==> src/rtl/peb_fifo.sv <==
// DEPTH-entry valid/ready elastic FIFO. o_vld/o_rdy and the status flags are all flops.
// Entries are counted and a synchronous flush is provided.
module peb_fifo #(
    parameter int WIDTH    = 8,
    parameter int DEPTH    = 4,
    parameter int AF_LEVEL = DEPTH - 1,
    parameter int AE_LEVEL = 1
) (
    input  logic                       clk,
    input  logic                       rst,
    input  logic                       i_flush,
    input  logic                       i_vld,
    output logic                       o_rdy,
    input  logic [WIDTH-1:0]           i_data,
    output logic                       o_vld,
    input  logic                       i_rdy,
    output logic [WIDTH-1:0]           o_data,
    output logic [$clog2(DEPTH+1)-1:0] o_count,
    output logic                       o_afull,
    output logic                       o_aempty
);

    localparam int CW = $clog2(DEPTH + 1);
    localparam int PW = $clog2(DEPTH);
    localparam logic [CW-1:0] DEPTH_C = CW'(DEPTH);
    localparam logic [CW-1:0] AF_C    = CW'(AF_LEVEL);
    localparam logic [CW-1:0] AE_C    = CW'(AE_LEVEL);
    localparam logic [PW-1:0] LAST_C  = PW'(DEPTH - 1);

    logic [WIDTH-1:0] mem_q [DEPTH];

    logic [CW-1:0] count_q, count_d;
    logic [PW-1:0] rd_ptr_q, rd_ptr_d;
    logic [PW-1:0] wr_ptr_q, wr_ptr_d;
    logic          vld_q, vld_d;
    logic          rdy_q, rdy_d;
    logic          afull_q, afull_d;
    logic          aempty_q, aempty_d;
    logic          push, pop;

    // Handshakes use the registered flags, so neither side sees a combinational loop.
    assign push = i_vld && rdy_q;
    assign pop  = vld_q && i_rdy;

    always_comb begin
        count_d  = count_q;
        rd_ptr_d = rd_ptr_q;
        wr_ptr_d = wr_ptr_q;
        if (i_flush) begin
            count_d  = '0;
            rd_ptr_d = '0;
            wr_ptr_d = '0;
        end else begin
            if (push) begin
                wr_ptr_d = (wr_ptr_q == LAST_C) ? '0 : wr_ptr_q + 1'b1;
            end
            if (pop) begin
                rd_ptr_d = (rd_ptr_q == LAST_C) ? '0 : rd_ptr_q + 1'b1;
            end
            if (push && !pop) begin
                count_d = count_q + 1'b1;
            end else if (pop && !push) begin
                count_d = count_q - 1'b1;
            end
        end
        vld_d    = (count_d != '0);
        rdy_d    = (count_d != DEPTH_C);
        afull_d  = (count_d >= AF_C);
        aempty_d = (count_d <= AE_C);
    end

    always_ff @(posedge clk) begin
        if (rst) begin
            count_q  <= '0;
            rd_ptr_q <= '0;
            wr_ptr_q <= '0;
            vld_q    <= 1'b0;
            rdy_q    <= 1'b1;
            afull_q  <= (AF_LEVEL == 0);
            aempty_q <= 1'b1;
        end else begin
            count_q  <= count_d;
            rd_ptr_q <= rd_ptr_d;
            wr_ptr_q <= wr_ptr_d;
            vld_q    <= vld_d;
            rdy_q    <= rdy_d;
            afull_q  <= afull_d;
            aempty_q <= aempty_d;
        end
    end

    // Storage has no reset so it can map onto distributed RAM.
    always_ff @(posedge clk) begin
        if (push && !i_flush && !rst) begin
            mem_q[wr_ptr_q] <= i_data;
        end
    end

    assign o_data   = mem_q[rd_ptr_q];
    assign o_vld    = vld_q;
    assign o_rdy    = rdy_q;
    assign o_count  = count_q;
    assign o_afull  = afull_q;
    assign o_aempty = aempty_q;

endmodule
==> config.mk <==
export PLATFORM = sky130hd
export DESIGN_NAME = peb_fifo
export DESIGN_NICKNAME = d
export VERILOG_FILES = /design/src/rtl/peb_fifo.sv
export SDC_FILE = /design/constraint.sdc
export NUM_CORES = 1
export LEC_CHECK = 0
export ABC_AREA = 1
export BUFFER_PORTS_ARGS = -buffer_cell sky130_fd_sc_hd__buf_2
export CORE_ASPECT_RATIO = 0.7
export CORE_MARGIN = 2
export CORE_UTILIZATION = 50
export CTS_CLUSTER_DIAMETER = 100
export DETAILED_ROUTE_END_ITERATION = 7
export GPL_ROUTABILITY_DRIVEN = 1
export HOLD_SLACK_MARGIN = 0.03
export PLACE_DENSITY = 0.74
export SLEW_MARGIN = 0
export SYNTH_ARGS = -nofsm -noshare
export SYNTH_HDL_FRONTEND = slang
export SYNTH_SLANG_ARGS = --single-unit
==> constraint.sdc <==
create_clock -name clk -period 1.65 [get_ports clk]
set_input_delay 0.0825 -clock clk [delete_from_list [all_inputs] [get_ports clk]]
set_output_delay 0.0825 -clock clk [all_outputs]
set_load 0.01 [all_outputs]
==> impl_metrics.ini <==
[hold_path]
hp-start = rst
hold_path_depth = 4
hold_class = in -> reg
hold_path_end = o_afull$_SDFF_PP0_

[clock_tree]
cts_buffers = 5
cts.sinks = 45
clk_pin_slew_ns = 0.08
htreeDepth = 2
root_buffer = clkbuf_8
cts_buffer_depth = 2
postCtsSetupBuffers = 0
clock_latency_ns = 0.29
tritoncts = yes

[synth]
synth_area_leader_cell = edfxtp_1
synth_edf_count = 32
synth_nets = 182
synthTopCellsByArea = edfxtp_1, dfxtp_1, nor2_1
ys_seq_area_share_pct = 66.1
yosysWarnings = 0
synth_top_area_share_pct = 52.0
synthCells = 162
yosys_most_used_dff = edfxtp_1
yosys_register_bits = 45
avgSynthCellArea_um2 = 11.4
yosysUniqueCellTypes = 22
synth_area_um2 = 1850
ys_async_sr_fraction_pct = 0

[floorplanning]
start_util_pct = 52.3
die_w_um = 76.7
core_um2 = 3540
die_h_um = 54.9
dieArea_um2 = 4210
io_pins = 28
std_cell_rows = 18

[global_route]
grt_pass1_vias = 1212
met2_usage_pct = 31.4
use_met1_pct = 20.5
gr-usage-met3_pct = 6.44
grt-busiest-layer = met2
grt_overflow = 0
grt_pass1_wl_mm = 5.38
antenna_found_initial = 0
grt_start_max_net_pins = 17
gr-usage-all-layers_pct = 17.7

[timing]
fmax_ghz = 0.650
relSlewSlack_pct = 77.9
fin_setup_tns_ns = 0
final_hold_viol_count = 0
skew_ns = 0.00948
worst_pin_slew_ns = 0.331
rsz0062_at_grt = false
timing.final.crit_share_pct = 93.3
setup_violations = 0
final_max_slew_viol_count = 0
period_needed_ns = 1.54

[flow_run]
drv_cap = 0

[route]
ant_nets = 0
drc = 0
wl_mm = 3.51
initialDrtViolationCount = 46
vias = 1297
wire_per_inst_um = 13.6
via_per_inst = 5.03
firstDrtPassIters = 5

[layout]
drive_above_1_share_pct = 25.5
layout_commonest_cell = edfxtp_1
final_util_pct = 63.3
fillers = 309
final_cell_mix = edfxtp_1, buf_2, nor2_1
antenna_cells = 0
finalNetCount = 227
area_growth_pct = 21.1

[setup_path]
r2r-start = o_count[0]$_SDFF_PP0_
start_kind = flip-flop
rr_worst_depth = 8
cp_max_fo = 10
end_kind = output port
worst-r2r-setup-slack_ns = 0.29
reg2reg_to = o_aempty$_SDFF_PP1_
arrival_ns = 1.46
critPathKind = reg -> out
cp.required_ns = 1.57

[power_and_ir_drop]
ir_worst_vdd_uv = 572
p_leak_nw = 0.918
power_density_nw_per_um2 = 935
total_power_w = 0.00209

[placed_design]
hpwl_mm = 2.48
io_buffer_count = 27
gp_congestion = 0.952

[status]
status = completed
-- where the power goes --
| group | internal [W] | switching (W) |
|---|---|---|
| Clock | 0.000298 | 0.000349 |
| Combinational | 0.0000805 | 0.000119 |
| Sequential | 0.00123 | 0.0000147 |
-- cell type report --
cell class              instances  area, um2  share of cell area [%]
flip-flops and latches         45       1220                    54.6
multi-input cells              94        531                    23.7
repair buffers                 40        253                    11.3
inverters                      21       83.8                    3.75
clock buffers                   6       72.6                    3.24
well taps                      50       62.6                    2.79
clock inverters                 2       15.0                   0.671
-- cell usage after synthesis (3+ instances only) --
cell       n
o21ai_0   17
nand2_4    3
dfxtp_1   13
o22ai_1    8
edfxtp_1  32
ha_1       7
nand2_1   12
nand3_1    7
inv_1     17
nor2_1    26
-- layer usage --
metal | routed length, um | part of all wire (%) | vias to the layer above
li1 | - | - | 643
met1 | 1550 | 44 | 619
met2 | 1800 | 51 | 29
met3 | 137 | 3.9 | 6
met4 | 33 | 0.94 | 0
met5 | 0 | 0 | -
-- through the flow --
stage / hold slack (ns) / cells / worst slack (ns) / instance area (um2)
after floorplan: 0.181 / 162 / 0.235 / 1850
after global placement: 0.292 / 242 / 0.372 / 2070
after detailed placement: 0.299 / 242 / 0.296 / 2070
after CTS: 0.117 / 258 / 0.109 / 2240
after global routing: 0.135 / 258 / 0.00972 / 2240
final: 0.137 / 258 / 0.111 / 2240
-- logic make-up after synthesis --
logic type	after synthesis	share of synthesized area (%)
AO/OA/AOI/OAI	31	9.21
adder cells (fa/ha/maj)	7	4.74
buffers and inverters	23	5.21
flip-flops	45	66.1
AND/OR/NAND/NOR	56	14.8
-- registers in the layout (all words and copies together) (netlist names), named ones only --
| signal | cells |
|---|---|
| mem_q | 32 |
| o_count | 3 |
| rd_ptr_q | 2 |
| wr_ptr_q | 2 |
| o_aempty | 1 |
| o_afull | 1 |
| o_rdy | 1 |
| o_vld | 1 |
-- how the worst max path moves through the flow --
stage | from | endpoint | cells past startpoint
6_report | flip-flop | o_data[0] | 4
5_1_grt | flip-flop | o_data[0] | 4
4_1_cts | flip-flop | o_data[0] | 4
3_5_place_dp | o_count[0]$_SDFF_PP0_ | o_aempty$_SDFF_PP1_ | 8
3_3_place_gp | o_count[0]$_SDFF_PP0_ | o_aempty$_SDFF_PP1_ | 8
2_1_floorplan | o_rdy$_SDFF_PP1_ | mem_q[0][0]$_DFFE_PP_ | 4
-- repair_timing --
| item | CTS | global route |
|---|---|---|
| endpoints found under the setup margin | 0 | 0 |
| hold buffers | 8 | 0 |
| gates resized for setup | 0 | 0 |
| endpoints found under the hold margin | 32 | 0 |
-- worst max-delay path: stages (launching register included) --
cell and delay [ns]:
dfxtp_1 0.48, buf_4 0.22, o21ai_0 0.10, o22ai_1 0.19, buf_2 0.17
Note: power is estimated with default switching activity, not from simulation.
